===== config.mk =====
export PLATFORM = sky130hd
export DESIGN_NAME = cpu_timing
export DESIGN_NICKNAME = d
export VERILOG_FILES = /design/src/rtl/cpu_pkg.sv /design/src/rtl/nmi_edge_det.sv /design/src/rtl/cpu_timing.sv
export SDC_FILE = /design/constraint.sdc
export NUM_CORES = 1
export LEC_CHECK = 0
export ABC_AREA = 1
export BUFFER_PORTS_ARGS = -buffer_cell sky130_fd_sc_hd__buf_2
export CAP_MARGIN = 20
export CORE_UTILIZATION = 30
export DETAILED_ROUTE_END_ITERATION = 8
export MAX_ROUTING_LAYER = met4
export PLACE_DENSITY_LB_ADDON = 0.2
export SETUP_SLACK_MARGIN = 0.2
export SKIP_CTS_REPAIR_TIMING = 1
export SYNTH_ARGS = -nofsm -noshare
export SYNTH_HDL_FRONTEND = slang
export SYNTH_SLANG_ARGS = --single-unit

===== constraint.sdc =====
create_clock -name i_clk -period 1.2 [get_ports i_clk]
set_input_delay 0.06 -clock i_clk [delete_from_list [all_inputs] [get_ports i_clk]]
set_output_delay 0.06 -clock i_clk [all_outputs]
set_load 0.005 [all_outputs]

===== src/rtl/cpu_pkg.sv =====
// -----------------------------------------------------------------------------
// cpu_pkg
// Definitions shared by the timing generator and the datapath decode:
//   brk_src_t - why the current instruction is a BRK (none/IRQ/NMI/RESET)
//   OP_BRK    - opcode forced into IR for hardware interrupts
//   T_FETCH   - T-state of the opcode fetch cycle
// -----------------------------------------------------------------------------
package cpu_pkg;

  typedef enum logic [1:0] {
    BRK_NONE  = 2'd0,
    BRK_IRQ   = 2'd1,
    BRK_NMI   = 2'd2,
    BRK_RESET = 2'd3
  } brk_src_t;

  localparam logic [7:0] OP_BRK  = 8'h00;
  localparam logic [2:0] T_FETCH = 3'd0;

endpackage : cpu_pkg


===== src/rtl/nmi_edge_det.sv =====
// -----------------------------------------------------------------------------
// nmi_edge_det
// Falling-edge detector for the active-low NMI line. Runs every cycle,
// independent of RDY, so an edge seen during a stall is never lost.
// Ports:
//   i_clk   - system clock
//   i_rst   - asynchronous active-high reset
//   i_nmi_n - NMI input, active low
//   i_clr   - the pending NMI is being taken this edge
//   o_pend  - an NMI falling edge is waiting to be serviced
// -----------------------------------------------------------------------------
module nmi_edge_det (
  input  logic i_clk,
  input  logic i_rst,
  input  logic i_nmi_n,
  input  logic i_clr,
  output logic o_pend
);

  logic r_nmi_prev;
  logic r_nmi_pend;

  // NOTE: sequential state uses non-blocking assignments so every register
  // samples the pre-edge values of the others, whatever the statement order.
  always_ff @(posedge i_clk or posedge i_rst) begin
    if (i_rst) begin
      r_nmi_prev <= 1'b1;
      r_nmi_pend <= 1'b0;
    end else begin
      r_nmi_prev <= i_nmi_n;
      // A new edge outranks the clear, so an NMI arriving on the very edge
      // that services the previous one stays pending.
      if (r_nmi_prev && !i_nmi_n) begin
        r_nmi_pend <= 1'b1;
      end else if (i_clr) begin
        r_nmi_pend <= 1'b0;
      end
    end
  end

  assign o_pend = r_nmi_pend;

endmodule : nmi_edge_det


===== src/rtl/cpu_timing.sv =====
// -----------------------------------------------------------------------------
// cpu_timing
// T-state sequencer and instruction register for the 6502 core. Loads the
// opcode on the fetch cycle, or forces a BRK for RESET/NMI/IRQ (in that
// priority), and steps the T-state under control of the decode logic.
// Ports:
//   i_clk, i_rst  - clock, asynchronous active-high reset
//   i_data        - data bus (opcode during fetch)
//   i_rdy         - 1 = advance, 0 = stall
//   i_t_end       - decode: this is the last cycle of the instruction
//   i_t_skip      - decode: skip the next T-state
//   i_irq_n       - IRQ, active low, level sensitive
//   i_nmi_n       - NMI, active low, falling-edge sensitive
//   i_p_i         - interrupt-disable flag
//   o_ir          - instruction register
//   o_t           - current T-state (0 = fetch)
//   o_sync        - high during the fetch cycle
//   o_force_brk   - current instruction is a hardware-forced BRK
//   o_brk_src     - source of the forced BRK (brk_src_t encoding)
//   o_pc_inhibit  - suppress PC increment (forced BRK)
//   o_wr_inhibit  - turn stack writes into reads (RESET sequence)
// -----------------------------------------------------------------------------
module cpu_timing
  import cpu_pkg::*;
#(
  parameter int T_MAX = 7
) (
  input  logic       i_clk,
  input  logic       i_rst,
  input  logic [7:0] i_data,
  input  logic       i_rdy,
  input  logic       i_t_end,
  input  logic       i_t_skip,
  input  logic       i_irq_n,
  input  logic       i_nmi_n,
  input  logic       i_p_i,
  output logic [7:0] o_ir,
  output logic [2:0] o_t,
  output logic       o_sync,
  output logic       o_force_brk,
  output logic [1:0] o_brk_src,
  output logic       o_pc_inhibit,
  output logic       o_wr_inhibit
);

  localparam logic [2:0] T_LAST    = 3'(T_MAX);
  localparam logic [3:0] T_LAST_X4 = 4'(T_MAX);

  logic [2:0] r_t;
  logic [7:0] r_ir;
  logic       r_force_brk;
  brk_src_t   r_brk_src;
  logic       r_rst_pend;

  logic [2:0] w_t_next;
  logic [7:0] w_ir_next;
  logic       w_force_brk_next;
  brk_src_t   w_brk_src_next;
  logic       w_rst_pend_next;
  logic       w_nmi_pend;
  logic       w_nmi_clr;
  logic [3:0] w_t_plus2;

  nmi_edge_det u_nmi_edge_det (
    .i_clk   (i_clk),
    .i_rst   (i_rst),
    .i_nmi_n (i_nmi_n),
    .i_clr   (w_nmi_clr),
    .o_pend  (w_nmi_pend)
  );

  // One extra bit so the skip saturation cannot wrap past T_MAX.
  assign w_t_plus2 = {1'b0, r_t} + 4'd2;

  // NOTE: every signal is given its hold value first, so no path through the
  // block leaves one unassigned and no latch is inferred.
  always_comb begin
    w_t_next         = r_t;
    w_ir_next        = r_ir;
    w_force_brk_next = r_force_brk;
    w_brk_src_next   = r_brk_src;
    w_rst_pend_next  = r_rst_pend;
    w_nmi_clr        = 1'b0;

    if (i_rdy) begin
      if (r_t == T_FETCH) begin
        w_t_next = 3'd1;
        if (r_rst_pend) begin
          w_ir_next        = OP_BRK;
          w_force_brk_next = 1'b1;
          w_brk_src_next   = BRK_RESET;
          w_rst_pend_next  = 1'b0;
        end else if (w_nmi_pend) begin
          w_ir_next        = OP_BRK;
          w_force_brk_next = 1'b1;
          w_brk_src_next   = BRK_NMI;
          w_nmi_clr        = 1'b1;
        end else if (!i_irq_n && !i_p_i) begin
          w_ir_next        = OP_BRK;
          w_force_brk_next = 1'b1;
          w_brk_src_next   = BRK_IRQ;
        end else begin
          w_ir_next        = i_data;
          w_force_brk_next = 1'b0;
          w_brk_src_next   = BRK_NONE;
        end
      end else if (r_t == T_LAST) begin
        w_t_next = T_FETCH;
      end else if (i_t_end) begin
        w_t_next = T_FETCH;
      end else if (i_t_skip) begin
        w_t_next = (w_t_plus2 > T_LAST_X4) ? T_LAST : w_t_plus2[2:0];
      end else begin
        w_t_next = r_t + 3'd1;
      end
    end
  end

  always_ff @(posedge i_clk or posedge i_rst) begin
    if (i_rst) begin
      r_t         <= T_FETCH;
      r_ir        <= OP_BRK;
      r_force_brk <= 1'b0;
      r_brk_src   <= BRK_NONE;
      r_rst_pend  <= 1'b1;
    end else begin
      r_t         <= w_t_next;
      r_ir        <= w_ir_next;
      r_force_brk <= w_force_brk_next;
      r_brk_src   <= w_brk_src_next;
      r_rst_pend  <= w_rst_pend_next;
    end
  end

  assign o_ir         = r_ir;
  assign o_t          = r_t;
  assign o_sync       = (r_t == T_FETCH);
  assign o_force_brk  = r_force_brk;
  assign o_brk_src    = r_brk_src;
  assign o_pc_inhibit = r_force_brk;
  assign o_wr_inhibit = r_force_brk && (r_brk_src == BRK_RESET);

endmodule : cpu_timing


==> impl_metrics.yaml, run 1 <==
placed_design:
  placed_cell_area_um2: 1090
  place_congestion: 0.878
  numPortBuffers: 32
  hpwlAfterDp_um: 1360
  dp_slack_ns: -0.102
  dpl.cell_count: 163
routing:
  wire_per_inst_um: 10.8
  vias: 771
  drtPass1Iterations: 4
  ant_nets: 0
  wirelength_um: 1900
  vias_per_cell: 4.38
  drt_iter0_drc: 13
  drcViolationCount: 0
timing:
  rsz0062_at_grt: "true"
  slew_headroom_pct: 85.0
  period_share_pct: 107
  period_minus_slack_ns: 1.29
  whs_ns: 0.00140
  finalWorstSetupSlack_ns: -0.0873
  maxSlewViolCount: 0
  max_slew.worst_pin.slew_ns: 0.224
  setup_viol: 16
  clock_skew_ns: 0.00310
  setup_tns_ns: -0.817
  hold_viol: 0
  max_freq_mhz: 777
yosys:
  synth.area.top_cells: "dfrtp_1 (45%), nand2_1 (13%), dfstp_2 (6.3%)"
  yosys-top-cells-count: "nand2_1 (28), dfrtp_1 (15), inv_1 (12)"
  synth_edf_count: 0
  netlist_area_um2: 837
  synth-seq-cells: 17
  ys.flop_type: "dfrtp_1"
  synth.distinct_cells: 21
  synthDominantCellAreaShare_pct: 44.8
  async_reset_ff_share_pct: 100
  syn_nets: 115
  avgSynthCellArea_um2: 8.72
  synth.most_common_cell: "nand2_1"
  yosys_warnings: 0
  syn_inst: 96
  synth_area_leader_cell: "dfrtp_1"
  yosysSeqAreaShare_pct: 51.1
global_route:
  grt_use_total_pct: 14.7
  antenna_found_initial: 0
  grt_first_pass_wirelength_um: 2970
  gr-total-overflow: 0
  grt_start_max_net_pins: 13
  grt_pass1_vias: 673
power_and_ir_drop:
  p_leak_nw: 0.703
  pwr_density_cell_nw_per_um2: 2070
  vdd_drop_max_uv: 998
  total_power_mw: 2.67
run:
  max-cap-violations: 0
worst_setup_path:
  crit_required_ns: 1.39
  cp_data_arrival_time_ns: 1.47
  critPathCaptureType: "register"
  start_kind: "register"
  critPathMaxFanout: 8
  path_class: "register to register"
floorplanning:
  coreArea_um2: 2570
  io_pins: 33
  die_w_um: 54.8
  die_h_um: 54.8
  row_count: 18
  start_util_pct: 32.6
  die_area_um2: 3010
cells_and_area:
  fin_util_pct: 50.0
  syn_to_final_growth_pct: 53.5
  nets: 166
  design_area_um2: 1280
  drive_gt1_share_pct: 50.7
  antenna_cells: 0
  final_cells: 176
outcome:
  status: "finished, violations left"
  failed_checks: "negative setup slack"
clock_tree:
  cts_tree: "done"
  h-tree-depth: 1
  cts_sinks: 17
  cts_buffers: 3
  cts_buffer_depth: 2
  root_buffer: "clkbuf_4"
  clkTransAtPathRegs_ns: 0.10
  clock_latency_ns: 0.29
worst_hold_path:
  holdCritPathClass: "input pin to register"
-- cell type report --
cell class | instances | area, um^2
Clock buffer | 4 | 26.3
Fill cell | 243 | 1280
Inverter | 13 | 56.3
Multi-Input combinational cell | 63 | 398
Sequential cell | 17 | 428
Tap cell | 30 | 37.5
Timing Repair Buffer | 49 | 339
-- worst max-delay path, stage by stage (launching register included) --
cell and delay, ns:
dfrtp_1 0.42, inv_2 0.09, ha_4 0.13, inv_2 0.04
nor2_4 0.10, nand2_4 0.13, buf_12 0.17, nand2_2 0.05
nand2_1 0.05
-- cell families after synthesis --
logic type,synth area share (%)
DFF,51.1
AOI/OAI and AO/OA,7.77
and+or+nand+nor,26.5
buffers and inverters,10.2
adders and majority gates,4.48
-- per-layer routing --
layer	vias to the layer above	wire, um	global-route usage (%)
met1	345	894	19.3
met3	4	83	5.00
met4	0	21	3.85
met5	-	0	-
li1	402	-	-
met2	20	898	21.5
-- path summary, 6_finish.rpt --
check / cells past startpoint / startpoint / slack (ns) / endpoint
worst max-delay path: 8 / o_t[1] / -0.09 / o_ir[1]
worst min-delay path: 3 / i_data[6] / 0.001 / o_ir[6]
worst max register to register: 8 / o_t[1] / -0.09 / o_ir[1]
worst min register to register: 2 / o_ir[5] / 0.49 / o_ir[5]
max in group asynchronous: 4 / i_rst / 0.48 / u_nmi_edge_det.r_nmi_prev
min in group asynchronous: 3 / i_rst / 0.21 / o_t[2]
-- flip-flops by register name, summed over array words and instances (netlist names) --
register,cells
u_nmi_edge_det.o_pend,1
r_rst_pend,1
o_ir,8
u_nmi_edge_det.r_nmi_prev,1
o_force_brk,1
o_t,3
o_brk_src,2
-- where the power goes --
part	switching [mW]	internal [mW]	total [mW]
Clock	0.175	0.129	0.304
Sequential	0.184	0.807	0.991
Combinational	0.652	0.719	1.37
Total	1.01	1.66	2.67
-- cell usage in the layout, fill, tap and decap left out --
| master | Yosys | final |
|---|---|---|
| a21oi_1 | 3 | 2 |
| a21oi_2 | 0 | 1 |
| and2_4 | 1 | 1 |
| buf_12 | 0 | 1 |
| buf_2 | 0 | 30 |
| buf_4 | 1 | 7 |
| buf_6 | 1 | 5 |
| clkbuf_1 | 0 | 1 |
| clkbuf_4 | 0 | 3 |
| dfrtp_1 | 15 | 15 |
| dfstp_2 | 2 | 2 |
| dlygate4sd3_1 | 0 | 6 |
| ha_2 | 0 | 1 |
| ha_4 | 0 | 2 |
| inv_1 | 12 | 8 |
| inv_2 | 0 | 4 |
| inv_8 | 0 | 1 |
| nand2_1 | 28 | 21 |
| nand2_2 | 0 | 6 |
| nand2_4 | 1 | 2 |
| nand3_1 | 10 | 9 |
| nand3_2 | 0 | 1 |
| nand4_1 | 1 | 1 |
| nor2_1 | 6 | 5 |
| nor2_2 | 1 | 1 |
| nor2_4 | 1 | 2 |
| o211ai_1 | 1 | 1 |
| o21ai_1 | 2 | 3 |
| o21ai_2 | 2 | 4 |
Power figures use the tool's default switching activity.
==> inputs of run 2 (changes only) <==
--- a/config.mk
+++ b/config.mk
@@ -8,6 +8,7 @@
 export ABC_AREA = 1
 export BUFFER_PORTS_ARGS = -buffer_cell sky130_fd_sc_hd__buf_2
 export CAP_MARGIN = 20
+export CORE_ASPECT_RATIO = 1.1
 export CORE_UTILIZATION = 30
 export DETAILED_ROUTE_END_ITERATION = 8
 export MAX_ROUTING_LAYER = met4
==> run 2 against run 1 <==
Compared with the run above:
- the flow finishes with violations (negative hold slack, negative setup slack)
- worst setup slack improved by 0.0014 ns
- sequential share of layout area is 1.8 points higher
- clock skew is 0.0022 ns lower
- count of clock-buffer cells in the layout did not move
- critical path depth fell by 3
- die area hardly changed
- flip-flop and latch count did not move
- final cell count down 0.57%
- cell area down 4.8%
- largest cell class unchanged
==> impl_metrics.yaml, run 2 (synthesis results as in run 1) <==
outcome:
  status: "finished, violations left"
  failed_checks: "negative hold slack, negative setup slack"
cells_and_area:
  syn_to_final_growth_pct: 46.2
  layout_common_cells: "buf_2 (31), nand2_1 (25), dfrtp_1 (14), nand3_1 (10)"
  largest_reg_flops: 8
  antenna_cells: 0
  nets: 164
  layout_commonest_cell: "buf_2"
  fin_util_pct: 47.7
  drive_gt1_share_pct: 46.5
  fillerInstances: 266
  final_cells: 175
routing:
  wire_per_inst_um: 10.8
  drt_iter0_drc: 13
  ant_nets: 0
  drcViolationCount: 0
  drtPass1Iterations: 4
  vias: 787
  wirelength_um: 1900
  vias_per_cell: 4.50
run:
  max-cap-violations: 0
worst_setup_path:
  start_kind: "register"
  path_class: "register to output port"
  critPathBufInv: 3
  cp_slowest_cell: "dfrtp_1"
  critPathMaxFanout: 3
  path_common_cell: "inv_2"
  crit_family: "flip-flops"
  cp_data_arrival_time_ns: 1.23
  crit_required_ns: 1.14
  crit_chain: "inv_2, ha_4, inv_2, nor2_4, buf_2"
  slowest_delay_ns: 0.43
  critPathCaptureType: "output port"
timing:
  clock_skew_ns: 0.000902
  maxSlewViolCount: 0
  whs_ns: -0.0208
  max_freq_mhz: 778
  period_minus_slack_ns: 1.29
  finalWorstSetupSlack_ns: -0.0859
  setup_tns_ns: -0.751
  max_slew.worst_pin.slew_ns: 0.225
  slew_headroom_pct: 85.0
  rsz0062_at_grt: "true"
  setup_viol: 15
  hold_viol: 5
  period_share_pct: 107
power_and_ir_drop:
  pwr_density_cell_nw_per_um2: 2130
  vdd_drop_max_uv: 918
  p_leak_nw: 0.683
clock_tree:
  cts_buffers: 3
  cts_buffer_depth: 2
  clock_latency_ns: 0.30
  root_buffer: "clkbuf_4"
  cts_sinks: 17
  clkTransAtPathRegs_ns: 0.10
  h-tree-depth: 1
  cts_tree: "done"
floorplanning:
  coreArea_um2: 2570
  die_area_um2: 3010
  io_pins: 33
  die_h_um: 57.4
  row_count: 19
  die_w_um: 52.4
  start_util_pct: 32.6
global_route:
  grt_use_total_pct: 13.8
  grt_first_pass_wirelength_um: 2900
  grt_pass1_vias: 679
  antenna_found_initial: 0
  grt_start_max_net_pins: 18
  gr-total-overflow: 0
placed_design:
  numPortBuffers: 32
  hpwlAfterDp_um: 1320
  place_congestion: 0.771
  dp_slack_ns: -0.138
  dpl.cell_count: 164
worst_hold_path:
  holdCritPathClass: "input pin to register"
==> run 2: changes by cell type in the layout (fill, tap and decap cells not counted), moves of 2 or more <==
cell,delta
o21ai_2,-2
buf_4,+2
o21ai_0,+2
nand2_1,+4
nand2_2,-3
buf_6,-3
dlygate4sd3_1,-2
==> run 2: metal layers <==
layer | vias to the layer above | GRT usage, % | wire, um
met3 | 5 | 1.60 | 59
met2 | 17 | 21.0 | 929
met5 | - | - | 0
met4 | 0 | 9.02 | 60
li1 | 397 | - | -
met1 | 368 | 17.0 | 848
==> run 2: worst paths after layout <==
kind | startpoint | end | slack (ns) | depth (start not counted)
setup / recovery | o_t[0] | o_sync | -0.09 | 5
hold / removal | i_data[1] | o_ir[1] | -0.02 | 3
min in group asynchronous | i_rst | o_ir[6] | 0.29 | 4
hold reg to reg | o_ir[2] | o_ir[2] | 0.48 | 2
max in group asynchronous | i_rst | u_nmi_edge_det.r_nmi_prev | 0.65 | 4
setup reg to reg | o_t[0] | o_ir[4] | -0.06 | 8
==> run 2: cell type report <==
type	instances	area (um^2)	share of cell area, %
tap	31	38.8	3.17
clock buffer	4	26.3	2.15
sequential	17	429	35.1
timing repair buffer	47	305	24.9
inverter	13	53.8	4.40
multi-input combinational	63	370	30.3
==> run 2: stage by stage <==
| stage | power, mW | instance area (um^2) |
|---|---|---|
| 6_report | 2.60 | 1220 |
| 2_1_floorplan | 1.64 | 852 |
| 5_1_grt | 2.84 | 1220 |
| 3_3_place_gp | 2.10 | 1090 |
| 3_5_place_dp | 2.13 | 1090 |
| 4_1_cts | 2.45 | 1120 |
==> run 2: worst register-to-register path: cells and delay by family, from the launching register on <==
family | cells | cell delay (ns)
flip-flops | 1 | 0.43
adder cells (fa/ha/maj) | 1 | 0.13
AND/OR/NAND/NOR | 4 | 0.31
buffers and inverters | 3 | 0.30
==> run 2: where the power goes <==
| group | internal (mW) | switching, mW |
|---|---|---|
| sequential | 0.809 | 0.179 |
| clock | 0.130 | 0.200 |
| combinational | 0.675 | 0.610 |
==> inputs of run 3 (changes only) <==
--- a/config.mk
+++ b/config.mk
@@ -6,7 +6,7 @@
 export NUM_CORES = 1
 export LEC_CHECK = 0
 export ABC_AREA = 1
-export BUFFER_PORTS_ARGS = -buffer_cell sky130_fd_sc_hd__buf_2
+export BUFFER_PORTS_ARGS = -buffer_cell sky130_fd_sc_hd__clkbuf_2
 export CAP_MARGIN = 20
 export CORE_ASPECT_RATIO = 1.1
 export CORE_UTILIZATION = 30
==> run 3 against run 2 <==
Compared with the run above:
- the flow finishes with violations (negative setup slack)
- total power grew 1.1%
- routed wire length rose by 3.8%
- cell area rose by 4.3%
- first-iteration DRC count rose by 38%
- sequential share of layout area down 1.4 points
- die area unchanged
- core utilization grew 2.0 points
- combinational power rose by 4%
- register-to-register slack is essentially flat
- count of clock-buffer cells in the layout fell by 1
- hold slack better by 0.026 ns
- maximum frequency increased by 1.9%
- critical path type unchanged
- highest routed layer unchanged
==> impl_metrics.yaml, run 3 (synthesis results as in run 1) <==
outcome:
  status: "finished, violations left"
  failed_checks: "negative setup slack"
placed_design:
  hpwlAfterDp_um: 1300
  place_congestion: 0.780
  dp_slack_ns: -0.0968
  numPortBuffers: 32
  dpl.cell_count: 164
timing:
  hold_viol: 0
  max_slew.worst_pin.slew_ns: 0.214
  setup_viol: 15
  setup_tns_ns: -0.586
  rsz0062_at_grt: "true"
  slew_headroom_pct: 85.7
  whs_ns: 0.00558
  period_minus_slack_ns: 1.26
  max_freq_mhz: 793
  finalWorstSetupSlack_ns: -0.0613
  period_share_pct: 105
  clock_skew_ns: 0.00332
  maxSlewViolCount: 0
clock_tree:
  cts_sinks: 17
  cts_tree: "done"
  cts_buffer_depth: 2
  h-tree-depth: 1
  cts_buffers: 3
  clock_latency_ns: 0.29
  clkTransAtPathRegs_ns: 0.10
  root_buffer: "clkbuf_4"
floorplanning:
  coreArea_um2: 2570
  die_area_um2: 3010
  io_pins: 33
  row_count: 19
  start_util_pct: 32.6
  die_h_um: 57.4
  die_w_um: 52.4
power_and_ir_drop:
  pwr_density_cell_nw_per_um2: 2060
  total_power_mw: 2.63
  p_switching_mw: 1.00
  clkPwrFrac_pct: 11.7
  sequentialPowerShare_pct: 37.7
  p_int_mw: 1.63
  p_leak_nw: 0.705
  pwr-share-comb_pct: 50.6
  p_sw_share_pct: 38.0
  vdd_drop_max_uv: 1030
routing:
  wirelength_um: 1970
  vias_per_cell: 4.41
  wire_per_inst_um: 11.0
  vias: 794
  drt_iter0_drc: 18
  ant_nets: 0
  drtPass1Iterations: 5
  drcViolationCount: 0
run:
  max-cap-violations: 0
worst_setup_path:
  critPathMaxFanout: 3
  cp_data_arrival_time_ns: 1.20
  crit_required_ns: 1.14
  critPathCaptureType: "output port"
  crit_chain: "inv_2, ha_4, inv_2, nor2_4, clkbuf_2"
  rr_worst_depth: 7
  path_class: "register to output port"
  r2r-end: "o_t[0]"
  r2r_start: "o_t[1]"
  path_common_cell: "inv_2"
  slowest_delay_ns: 0.42
  cp_slowest_cell: "dfrtp_1"
  start_kind: "register"
  ff2ff_setup_slack_ns: -0.06
cells_and_area:
  largest_reg_flops: 8
  nets: 169
  layout_common_cells: "clkbuf_2 (30), nand2_1 (25), dfrtp_1 (14), nand3_1 (10)"
  regArea_um2: 429
  multiInputGateArea_um2: 374
  syn_to_final_growth_pct: 52.5
  fillerInstances: 263
  final_cells: 180
  antenna_cells: 0
  drive_gt1_share_pct: 46.3
  layout_commonest_cell: "clkbuf_2"
global_route:
  grt_first_pass_wirelength_um: 2820
  grt_pass1_vias: 663
  grt_start_max_net_pins: 18
  grt_use_total_pct: 12.7
  gr-total-overflow: 0
  antenna_found_initial: 0
worst_hold_path:
  holdCritPathClass: "input pin to register"
  min_path_cells: 3
  min_to: "o_ir[7]"
  min-delay-start: "i_data[7]"
==> run 3: cell count changes in the layout (fill, tap and decap cells not counted) <==
cell           delta
buf_2            -30
clkbuf_1          -1
clkbuf_2         +30
clkinv_2          +1
dlygate4sd3_1     +5
inv_4             +1
inv_6             -1
o21ai_0           -1
o21ai_2           +1
==> run 3: worst max-delay path by stage <==
stage          startpoint                    end  slack, ns  cells past startpoint
6_report           o_t[1]                 o_sync      -0.06                      5
5_1_grt            o_t[1]                 o_t[0]      -0.14                      7
4_1_cts            o_t[0]  u_nmi_edge_det.o_pend      -0.11                      7
3_5_place_dp       o_t[0]  u_nmi_edge_det.o_pend       -0.1                      7
3_3_place_gp       o_t[1]  u_nmi_edge_det.o_pend      -0.08                      7
2_1_floorplan      o_t[1]                o_ir[0]      -0.03                      8
==> run 3: layout make-up <==
cell class	instances	area share, %
Sequential cell	17	33.6
Tap cell	31	3.04
Clock inverter	1	0.392
Timing Repair Buffer	52	27.8
Clock buffer	3	1.76
Multi-Input combinational cell	63	29.3
Inverter	13	4.02
==> run 3: power groups by stage <==
stage / clock network (mW) / registers (mW) / logic (mW)
2_1_floorplan: 0 / 1.00 / 0.637
3_3_place_gp: 0 / 0.976 / 1.13
3_5_place_dp: 0 / 0.992 / 1.14
4_1_cts: 0.313 / 0.981 / 1.14
5_1_grt: 0.344 / 1.03 / 1.49
6_report: 0.307 / 0.992 / 1.33
==> run 3: through the flow <==
stage / util, % / instance area [um^2]
floorplan: - / 852
global placement: 42.4 / 1090
detailed placement: 42.4 / 1090
CTS: 43.5 / 1120
global route: 49.7 / 1280
finish: 49.7 / 1280
==> run 3: worst max-delay path, delay by kind of cell (launching register included) <==
family	cells	cell delay [ns]
AND/OR/NAND/NOR	1	0.10
adder cells (fa/ha/maj)	1	0.14
buffers and inverters	3	0.25
flip-flops	1	0.42
==> run 3: routing by layer <==
metal / vias to the layer above / global-route usage (%) / wire [um]
li1: 408 / - / -
met1: 364 / 16.5 / 820
met2: 20 / 19.5 / 1060
met3: 2 / 1.60 / 71
met4: 0 / 5.64 / 23
met5: - / - / 0
